### config.mk
export PLATFORM = sky130hd
export DESIGN_NAME = mult_arbiter
export DESIGN_NICKNAME = d
export VERILOG_FILES = /design/src/rtl/mult_arbiter.sv
export SDC_FILE = /design/constraint.sdc
export NUM_CORES = 1
export LEC_CHECK = 0
export BUFFER_PORTS_ARGS = -buffer_cell sky130_fd_sc_hd__buf_2
export CORE_MARGIN = 3
export CORE_UTILIZATION = 40
export DETAILED_ROUTE_END_ITERATION = 8
export GPL_TIMING_DRIVEN = 0
export PLACE_DENSITY = 0.76
export SYNTH_ARGS = -nofsm -noshare
export SYNTH_HDL_FRONTEND = slang
export SYNTH_SLANG_ARGS = --single-unit
### constraint.sdc
create_clock -name clock -period 1.9 [get_ports clock]
set_clock_uncertainty 0.05 [all_clocks]
set_input_delay 0.19 -clock clock [delete_from_list [all_inputs] [get_ports clock]]
set_output_delay 0.19 -clock clock [all_outputs]
set_load 0.03 [all_outputs]
### src/rtl/mult_arbiter.sv
// Round-robin front end that shares one shift-add sign-magnitude multiplier
// between two requesters and returns each product tagged with its owner.
module mult_arbiter #(
  parameter int MAX_WAIT = 9,
  parameter int CNT_W    = 8
) (
  input  logic        clock,
  input  logic        rst,
  input  logic [1:0]  req,
  input  logic [7:0]  a0,
  input  logic [7:0]  b0,
  input  logic [7:0]  a1,
  input  logic [7:0]  b1,
  output logic [1:0]  gnt,
  output logic        busy,
  output logic        mul_start,
  output logic [7:0]  mul_multiplier,
  output logic [7:0]  mul_multiplicand,
  input  logic        mul_zflag,
  input  logic [13:0] mul_result,
  input  logic [3:0]  mul_sign,
  output logic        rsp_valid,
  output logic        rsp_id,
  output logic [13:0] rsp_result,
  output logic [3:0]  rsp_sign,
  output logic        rsp_err,
  output logic [1:0]  fsm_state
);

  // Handshake: a requester holds req until it sees its gnt bit; gnt is a
  // one-cycle pulse in IDLE and the operands are latched on that same edge.
  // rsp_valid is a one-cycle pulse with no back-pressure.

  typedef enum logic [1:0] {IDLE, LOAD, RUN, DONE} state_t;

  localparam logic [3:0] SIGN_POS = 4'b1100;

  state_t           state_q, state_d;
  logic             ptr_q;
  logic             id_q;
  logic [7:0]       a_q, b_q;
  logic [CNT_W-1:0] cnt_q;
  logic             win;
  logic             timeout;

  assign timeout          = (cnt_q == CNT_W'(MAX_WAIT - 1));
  assign busy             = (state_q != IDLE);
  assign mul_start        = (state_q == LOAD);
  assign rsp_valid        = (state_q == DONE);
  assign rsp_id           = id_q;
  assign mul_multiplier   = a_q;
  assign mul_multiplicand = b_q;
  assign fsm_state        = state_q;

  // A lone request wins outright; a tie goes to the priority pointer.
  always_comb begin
    win = (req == 2'b11) ? ptr_q : req[1];
  end

  always_comb begin
    state_d = state_q;
    gnt     = 2'b00;
    case (state_q)
      IDLE: begin
        if (|req) begin
          gnt     = win ? 2'b10 : 2'b01;
          state_d = LOAD;
        end
      end
      LOAD: state_d = RUN;
      RUN: begin
        if (mul_zflag || timeout) state_d = DONE;
      end
      DONE:    state_d = IDLE;
      default: state_d = IDLE;
    endcase
  end

  always_ff @(posedge clock) begin
    if (rst) begin
      state_q    <= IDLE;
      ptr_q      <= 1'b0;
      id_q       <= 1'b0;
      a_q        <= 8'h00;
      b_q        <= 8'h00;
      cnt_q      <= '0;
      rsp_result <= 14'd0;
      rsp_sign   <= SIGN_POS;
      rsp_err    <= 1'b0;
    end else begin
      state_q <= state_d;
      case (state_q)
        IDLE: begin
          if (|req) begin
            id_q  <= win;
            ptr_q <= ~win;
            a_q   <= win ? a1 : a0;
            b_q   <= win ? b1 : b0;
          end
        end
        LOAD: cnt_q <= '0;
        RUN: begin
          // A finished multiply beats a timeout landing on the same cycle.
          if (mul_zflag) begin
            rsp_result <= mul_result;
            rsp_sign   <= mul_sign;
            rsp_err    <= 1'b0;
          end else if (timeout) begin
            rsp_result <= 14'd0;
            rsp_sign   <= SIGN_POS;
            rsp_err    <= 1'b1;
          end else begin
            cnt_q <= cnt_q + 1'b1;
          end
        end
        default: ;
      endcase
    end
  end

endmodule

==> metrics, run 1 <==
CTS Hold Bufs=0; global-route wire length before repair=~8500 um; Net Switching=1490 uW; initial core utilization=41.9%; clock sink total=between 40 and 50; Critical Path Source=fsm_state[0]; worst slew pin tran=between 0.5 and 0.6 ns; number of synthesized flops with an enable pin=0; Synth Area per Inst=9.77 um2; vias in the first global route=1902; largest net degree at the start of global routing=16; Design Power=3550 uW; total grt overflow=0; max-cap violation count=0; fillers=432; placement row count=25; nets@finish=374; register share of total power=between 30% and 40%; Worst setup EP type=output pin; Finished Cell Area=2770 um2; Crit Path Category=flip-flop to output pin; fin util=a little under 60%; port bufs=96; leak pwr=0.00138 uW; share of cells above drive strength 1=42.0%; switch share=a little over two fifths; total track usage=17.6%; remaining routing DRC violations=0; startpoint types=flip-flop; Final Hold Vio Count=0; Final period util=96.9%; later-pin clock latency in the skew report=between 0.2 and 0.3 ns; hold_sp=mul_result[7]; outcome=complete, no violations; Data required, critical path=~1.7 ns; multi-input logic area=roughly 1000 um2; Post-synth ARST share=0%; Peak Freq=about 540 MHz; CP arrival=1.60 ns; sequential cell area fraction in the yosys report=a little under half; # diodes=0; synthesis-stage register bit count=47; vias=1916; RR Startpoint=cnt_q[0]; largest area contributor in the netlist=dfxtp_1; Antenna Nets Post-Route=0; DR WL/cell=13.5 um; Register Area=about 950 um2; Combinational Power Share=between 40% and 50%; DP Cell Count=368; Detailed Place HPWL=between 3000 and 4000 um; routed wire length=5150 um; I/O pins=about 100; CTS tree=done; CTS H-Tree Depth=2; Cell variety after synth=38; Longest Clk Path Bufs=2; Post-Syn Nets=266; Slew Limit Fails=0; synthesis-to-layout area growth=38.4%; crit path time final=1.84 ns; crit path max fanout=10; Final Non-Filler Cells=381; Synth top area share=between 40% and 50%; P_int=2060 uW; root buf cell=clkbuf_8; DIE HEIGHT=76.8 um; final setup vio count=0; via/cell ratio=5.03; HP Class=primary input to flip-flop; Chip Width=between 70 and 80 um; Clk pwr share=17.7%; Clock transition at path regs=0.09 ns; total CTS buffers=5; peak supply drop=roughly 0.82 mV; Area contributors post-synth=dfxtp_1 47%, mux2i_1 8.5%, a22o_1 7.0%; Netlist Area Pre-Place=between 2000 and 2500 um2; most used flip-flop cell after synthesis=dfxtp_1; GPL Wtd Cong=0.798; die area=around 5900 um2; Worst slew margin=65.5%; Core Footprint=approximately 4800 um2; power density cells=1280 nW/um2; initial antenna violation count=0; DRT iter0 DRCs=51; placed instance area=2570 um2; post-synthesis cell count=205; DRT Pass-1 Iters=4; Ys Warns=0
==> cell families after synthesis <==
family	Yosys count	share of synthesized area [%]
compound gates	59	22.4
fa+ha+maj	6	3.75
buf+inv	23	4.81
flops	47	47.0
mux	17	8.49
simple gates	53	13.6
==> layout by cell type (no fill, tap or decap), types with 2 or more instances in the layout <==
master / synthesis / final
buf_2: 5 / 97
dfxtp_1: 47 / 45
nor2_1: 27 / 25
a211oi_1: 18 / 17
mux2i_1: 17 / 17
a22o_1: 16 / 16
inv_1: 10 / 9
buf_4: 1 / 9
clkbuf_8: 0 / 7
a21oi_1: 6 / 6
ha_1: 6 / 6
o21ai_0: 5 / 5
nand2_1: 6 / 5
nand2b_1: 4 / 4
clkbuf_1: 5 / 3
nor3_1: 3 / 3
a31oi_1: 3 / 3
buf_1: 2 / 2
clkbuf_4: 0 / 2
or4_1: 2 / 2
a22oi_1: 2 / 2
nand3b_1: 2 / 2
dfxtp_4: 0 / 2
==> final cells by class <==
type	count	area share [%]
inverters	10	1.35
multi-input cells	135	36.3
repair buffers	102	19.0
clock inverters	2	0.496
plain buffers	12	2.62
clock buffers	6	2.98
flip-flops and latches	47	34.2
well taps	67	3.02
==> Yosys cell counts, types with 3 or more instances <==
cell type,n
a211oi_1,18
a21oi_1,6
a22o_1,16
a31oi_1,3
buf_2,5
clkbuf_1,5
dfxtp_1,47
ha_1,6
inv_1,10
mux2i_1,17
nand2_1,6
nand2b_1,4
nor2_1,27
nor3_1,3
o21ai_0,5
==> final timing paths <==
path | slack [ns] | to | cells after the start
worst max-delay path | 0.06 | gnt[0] | 7
worst min-delay path | 0.05 | rsp_result[7] | 2
worst max register to register | 0.11 | rsp_result[0] | 7
worst min register to register | 0.40 | rsp_sign[2] | 2
==> worst max-delay path, stage by stage (launching register included) <==
cell      delay, ns
dfxtp_4        0.36
inv_1          0.05
ha_1           0.23
inv_2          0.10
nor2_4         0.04
clkbuf_8       0.16
and2_2         0.19
clkbuf_4       0.17
==> power by group through the flow <==
stage | sequential (uW) | combinational, uW | clock [uW]
CTS | 1320 | 1530 | 644
global route | 1350 | 1730 | 685
global placement | 1340 | 1450 | 0
detailed placement | 1340 | 1480 | 0
finish | 1320 | 1600 | 630
floorplan | 1730 | 646 | 0
==> registers in the layout (all words and copies together) (netlist names) <==
register,count
rsp_result,14
cnt_q,8
mul_multiplicand,8
mul_multiplier,8
rsp_sign,4
fsm_state,2
ptr_q,1
rsp_err,1
rsp_id,1
==> metrics by stage <==
stage	TNS (ns)	setup slack [ns]	hold slack, ns
after floorplan	0	0.0507	0.240
after global placement	-0.0686	-0.0686	0.350
after detailed placement	-0.150	-0.0768	0.355
after CTS	0	0.00921	0.0427
after global routing	-0.00315	-0.00315	0.0395
final	0	0.0581	0.0481
==> layer usage <==
metal	up-vias	track usage, %	wire length (um)
met1	872	20.5	2160
met3	8	6.10	441
met4	0	5.43	72
met2	84	30.2	2470
met5	-	0	0
li1	952	-	-
==> timing repair <==
item	in CTS	in global routing
pin swaps	2	1
setup buffers	1	5
resized for setup	8	9
cloned	0	0
setup endpoints to repair	11	25
Power figures use the tool's default switching activity.
==> run 2: changes to the inputs <==
CORE_MARGIN = 8   (was 3)
==> run 2 against run 1 <==
Non-clock buffer count up 1. Count of clock-buffer cells in the layout down 1. Wire length up 6.8%. Combinational power about the same. Final cell count up 0.26%. Sequential power about the same. Global-route usage down 3.7 points. Critical endpoint unchanged. Largest power group unchanged. Highest routed layer unchanged.
==> metrics, run 2 (same netlist as run 1, synthesis figures left out) <==
outcome=complete, no violations (unchanged); leak pwr=0.00140 uW (was 0.00138 uW); Worst setup EP type=output pin (unchanged); GPL Wtd Cong=0.795 (was 0.798); Peak Freq=550 MHz (was 543 MHz); crit path time final=1.82 ns (was 1.84 ns); global-route wire length before repair=8550 um (was 8540 um); R2R Setup Slk=0.13 ns (was 0.11 ns); hold_sp=mul_result[10] (was mul_result[7]); Detailed Place HPWL=4280 um (was 3760 um); CTS tree=done (unchanged); clock sink total=47 (unchanged); total track usage=13.9% (was 17.6%); r2r worst-path depth=5 (was 7); # diodes=0 (unchanged); share of cells above drive strength 1=41.3% (was 42.0%); Design Power=3790 uW (was 3550 uW); CP peak stage delay=0.36 ns (about the same); Finished Cell Area=2800 um2 (was 2770 um2); Clock transition at path regs=0.09 ns (about the same); die area=7530 um2 (was 5890 um2); Final Hold Vio Count=0 (unchanged); DIE HEIGHT=86.8 um (was 76.8 um); max-cap violation count=0 (unchanged); worst hold path depth=2 (unchanged); via/cell ratio=4.97 (was 5.03); total grt overflow=0 (unchanged); peak supply drop=0.862 mV (was 0.817 mV); Chip Width=86.8 um (was 76.8 um); total CTS buffers=5 (unchanged); flip-flop count of the largest register after layout=14 (unchanged); Most flops, register=rsp_result (unchanged); Antenna Nets Post-Route=0 (unchanged); nets@finish=375 (was 374); vias=1898 (was 1916); Combinational Power Share=41.7% (was 45.1%); worst r2r dst=rsp_result[3] (was rsp_result[0]); final setup vio count=0 (unchanged); synthesis-to-layout area growth=39.9% (was 38.4%); worst slew pin tran=0.462 ns (was 0.518 ns); later-pin clock latency in the skew report=0.30 ns (was 0.29 ns); DRT Pass-1 Iters=4 (unchanged); Final period util=95.7% (was 96.9%); initial antenna violation count=0 (unchanged); placement row count=25 (unchanged); final worst slack=0.0826 ns (was 0.0581 ns); power density cells=1350 nW/um2 (was 1280 nW/um2); I/O pins=98 (unchanged); CP arrival=1.58 ns (was 1.60 ns); Longest Clk Path Bufs=2 (unchanged); RR Startpoint=cnt_q[3] (was cnt_q[0]); Net Switching=1510 uW (was 1490 uW); commonest non-fill, non-tap cell in the layout=buf_2 (unchanged); vias in the first global route=1917 (was 1902); Slew Limit Fails=0 (unchanged); switch share=39.8% (was 42.0%); P_int=2280 uW (was 2060 uW); initial core utilization=41.9% (unchanged); placed instance area=2570 um2 (unchanged); Critical-path top delay cell=dfxtp_4 (unchanged); startpoint types=flip-flop (unchanged); CTS H-Tree Depth=2 (unchanged); Crit Path Category=flip-flop to output pin (unchanged); HP Class=primary input to flip-flop (unchanged); port bufs=96 (unchanged); DRT iter0 DRCs=61 (was 51); Clk pwr share=23.5% (was 17.7%); Buf+Inv Stages, Crit Path=4 (unchanged); root buf cell=clkbuf_8 (unchanged); Top Family by Delay on Critical Path=buffers and inverters (unchanged); remaining routing DRC violations=0 (unchanged); largest net degree at the start of global routing=17 (was 16); Worst slew margin=69.2% (was 65.5%); setup TNS=0 ns (unchanged); DR WL/cell=14.4 um (was 13.5 um); Data required, critical path=1.66 ns (about the same); WHS Endpoint=rsp_result[10] (was rsp_result[7]); CP Cell Sequence=inv_1 -> ha_1 -> inv_2 -> nor2_4 -> clkbuf_8 -> and2_2 -> buf_4 (was inv_1 -> ha_1 -> inv_2 -> nor2_4 -> clkbuf_8 -> and2_2 -> clkbuf_4); routed wire length=5500 um (was 5150 um); Core Footprint=4790 um2 (unchanged); setup slack at placement=-0.0926 ns (was -0.0768 ns); CTS Hold Bufs=0 (unchanged); most frequent cells in the layout=98 x buf_2, 45 x dfxtp_1, 25 x nor2_1, 17 x a211oi_1, 17 x mux2i_1 (was 97 x buf_2, 45 x dfxtp_1, 25 x nor2_1, 17 x a211oi_1, 17 x mux2i_1); register share of total power=34.8% (was 37.1%); crit path max fanout=10 (unchanged)
==> run 2: cell types whose count changed in the layout (fill, tap and decap cells not counted), sizes merged <==
cell	delta
clkbuf	-2
bufinv	+2
buf	+2
clkinv	-1
==> run 2: power by group through the flow <==
stage	clock network [uW]	logic, uW	registers, uW
floorplan	0	646	1730
global placement	0	1470	1330
detailed placement	0	1480	1340
CTS	900	1530	1320
global route	948	1710	1350
finish	888	1580	1320
==> run 2: what timing repair did <==
| action | in CTS | in global routing |
|---|---|---|
| endpoints found under the hold margin | 0 | 0 |
| setup endpoints to repair | 9 | 15 |
| setup buffers | 1 | 5 |
| gates resized for setup | 8 | 6 |
| pin swaps | 1 | 2 |
==> run 2: worst reg2reg max path, delay by kind of cell (launching register included) <==
kind / cells / cell delay [ns]
DFF: 1 / 0.41
buffers and inverters: 1 / 0.20
and+or+nand+nor: 1 / 0.42
AOI/OAI and AO/OA: 3 / 0.59
==> run 2: final cells by class <==
cell class                      count  area [um2]
Clock inverter                      3        71.3
Buffer                             13        73.8
Fill cell                         439        1980
Tap cell                           67        83.8
Clock buffer                        5        68.8
Inverter                           10        37.5
Timing Repair Buffer              102         528
Sequential cell                    47         948
Multi-Input combinational cell    135         991
==> run 2: how the worst max path moves through the flow <==
stage | from | endpoint | slack, ns | cells after the start
after floorplan | fsm_state[0] | gnt[0] | 0.05 | 6
after global placement | fsm_state[1] | gnt[0] | -0.1 | 7
after detailed placement | fsm_state[1] | gnt[0] | -0.09 | 7
after CTS | fsm_state[0] | gnt[0] | 0.01 | 7
after global routing | fsm_state[1] | cnt_q[0] | -0.02 | 7
final | fsm_state[0] | gnt[0] | 0.08 | 7
==> run 2: stage by stage <==
stage	hold WS [ns]	instances	util (%)
3_3_place_gp	0.350	368	53.8
4_1_cts	0.0337	377	57.4
2_1_floorplan	0.240	205	-
6_report	0.0420	382	58.6
3_5_place_dp	0.355	368	53.8
5_1_grt	0.0381	382	58.6
==> run 2: metal layers <==
| layer | part of all wire (%) | GRT usage [%] | wire [um] |
|---|---|---|---|
| met5 | 0 | 0 | 0 |
| met1 | 43 | 15.5 | 2350 |
| met2 | 46 | 23.1 | 2540 |
| met3 | 10 | 6.33 | 548 |
| met4 | 1.1 | 4.38 | 62 |
==> run 3: changes to the inputs <==
CORE_UTILIZATION = 45   (was 40)
PLACE_DENSITY = 0.83   (was 0.76)
==> run 3 against run 2 <==
Global-route usage up 2.0 points. Clock power down 28%. Total power down 6.7%. Register-to-register slack about the same. Setup slack worse by 0.038 ns. Sequential share of layout area up 0.68 points. Count of clock-buffer cells in the layout up 1. Critical path type unchanged. Die area down 9.1%. Flip-flop and latch count unchanged. Core utilization up 4.8 points.
==> metrics, run 3 (same netlist as run 1, synthesis figures left out) <==
M1 wire length=2210 um (was 2350 um); vias=1888 (was 1898); placement row count=24 (was 25); setup slack at placement=-0.0682 ns (was -0.0926 ns); P_int=2050 uW (was 2280 uW); final worst slack=0.0441 ns (was 0.0826 ns); Slew Limit Fails=0 (unchanged); Peak Freq=539 MHz (was 550 MHz); peak supply drop=0.767 mV (was 0.862 mV); global-route wire length before repair=8630 um (was 8550 um); nets@finish=374 (was 375); DR WL/cell=14.9 um (was 14.4 um); commonest non-fill, non-tap cell in the layout=buf_2 (unchanged); DRT Pass-1 Iters=4 (unchanged); total track usage=15.9% (was 13.9%); later-pin clock latency in the skew report=0.30 ns (about the same); Combinational Power Share=45.0% (was 41.7%); worst slew pin tran=0.518 ns (was 0.462 ns); die area=6840 um2 (was 7530 um2); Final Hold Vio Count=0 (unchanged); flip-flop count of the largest register after layout=14 (unchanged); vias in the first global route=2006 (was 1917); RSZ-0062 raised after global routing=yes; I/O pins=98 (unchanged); Longest Clk Path Bufs=2 (unchanged); register share of total power=37.0% (was 34.8%); Clock transition at path regs=0.09 ns (about the same); GPL Wtd Cong=0.818 (was 0.795); Worst setup EP type=output pin (unchanged); DRT iter0 DRCs=128 (was 61); clock sink total=47 (unchanged); Chip Width=82.7 um (was 86.8 um); remaining routing DRC violations=0 (unchanged); startpoint types=flip-flop (unchanged); Final Non-Filler Cells=366 (was 382); port bufs=96 (unchanged); crit path max fanout=10 (unchanged); initial antenna violation count=0 (unchanged); Met2 Wirelength=2620 um (was 2540 um); largest net degree at the start of global routing=16 (was 17); CTS tree=done (unchanged); crit path time final=1.86 ns (was 1.82 ns); met3 routed WL=560 um (was 548 um); initial core utilization=46.3% (was 41.9%); CP arrival=1.62 ns (was 1.58 ns); Most flops, register=rsp_result (unchanged); power density cells=1290 nW/um2 (was 1350 nW/um2); Crit Path Category=flip-flop to output pin (unchanged); Antenna Nets Post-Route=0 (unchanged); DR top layer=met4 (unchanged); DIE HEIGHT=82.7 um (was 86.8 um); root buf cell=clkbuf_8 (unchanged); CTS H-Tree Depth=2 (unchanged); share of cells above drive strength 1=41.7% (was 41.3%); Final period util=97.7% (was 95.7%); switch share=42.1% (was 39.8%); total grt overflow=0 (unchanged); Clk pwr share=18.0% (was 23.5%); Detailed Place HPWL=4240 um (was 4280 um); outcome=complete, no violations (unchanged); Worst slew margin=65.5% (was 69.2%); most frequent cells in the layout=98 x buf_2, 45 x dfxtp_1, 24 x nor2_1, 17 x a211oi_1, 17 x mux2i_1 (was 98 x buf_2, 45 x dfxtp_1, 25 x nor2_1, 17 x a211oi_1, 17 x mux2i_1); Data required, critical path=1.66 ns (about the same); HP Class=primary input to flip-flop (unchanged); via/cell ratio=5.16 (was 4.97); routed wire length=5440 um (was 5500 um); total CTS buffers=5 (unchanged); # diodes=0 (unchanged); leak pwr=0.00138 uW (was 0.00140 uW); synthesis-to-layout area growth=36.8% (was 39.9%); Net Switching=1490 uW (was 1510 uW); DP Cell Count=353 (was 368); final setup vio count=0 (unchanged); CTS Hold Bufs=0 (unchanged); Core Footprint=4320 um2 (was 4790 um2); max-cap violation count=0 (unchanged)
run 3: cell count changes in the layout (fill, tap and decap cells not counted), sizes merged:
| cell | before | now |
|---|---|---|
| bufinv | 2 | 0 |
| clkinv | 0 | 1 |
| clkbuf | 10 | 12 |
| buf | 110 | 108 |
run 3: metal layers:
| metal | track usage [%] | vias to the layer above |
|---|---|---|
| met1 | 17.6 | 859 |
| met3 | 7.90 | 4 |
| met5 | 0 | - |
| met4 | 4.66 | 0 |
| met2 | 26.4 | 70 |
| li1 | - | 955 |
run 3: area by class of cell:
class	instances	area [um2]
fillers	373	1580
multi-input cells	135	993
flip-flops and latches	47	946
repair buffers	102	528
clock buffers	6	82.6
plain buffers	12	73.8
well taps	52	65.1
inverters	10	37.5
clock inverters	2	13.8
run 3: timing repair:
| item | in CTS | in global routing |
|---|---|---|
| endpoints found under the setup margin | 2 | 21 |
| setup buffers | 1 | 5 |
| pin swaps | 1 | 2 |
| gates resized for setup | 6 | 9 |
run 3: path summary, 6_finish.rpt:
check	start	endpoint	slack (ns)	cells after the start
setup / recovery	fsm_state[0]	gnt[0]	0.04	7
hold / removal	mul_result[10]	rsp_result[10]	0.05	2
setup reg to reg	cnt_q[3]	rsp_result[12]	0.12	5
hold reg to reg	rsp_sign[2]	rsp_sign[2]	0.40	2
run 3: stage by stage:
step | total power (uW) | util, % | hold slack, ns | instance area (um2) | TNS, ns
floorplan | 2380 | - | 0.240 | 2010 | 0
global placement | 2800 | 59.1 | 0.350 | 2550 | -0.0612
detailed placement | 2820 | 59.1 | 0.357 | 2550 | -0.0682
CTS | 3500 | 62.0 | 0.0344 | 2680 | 0
global route | 3770 | 63.4 | 0.0402 | 2740 | -0.0461
finish | 3530 | 63.4 | 0.0452 | 2740 | 0
run 3: worst max-delay path: stages (launching register included):
cell	delay, ns
dfxtp_2	0.35
inv_1	0.06
ha_1	0.23
inv_2	0.11
nor2_4	0.05
clkbuf_8	0.16
and2_2	0.18
buf_2	0.17
run 3: power groups by stage:
stage / clock, uW / sequential (uW) / combinational [uW]
finish: 636 / 1310 / 1590
global route: 689 / 1340 / 1740
CTS: 651 / 1310 / 1540
detailed placement: 0 / 1330 / 1490
global placement: 0 / 1330 / 1470
floorplan: 0 / 1730 / 646
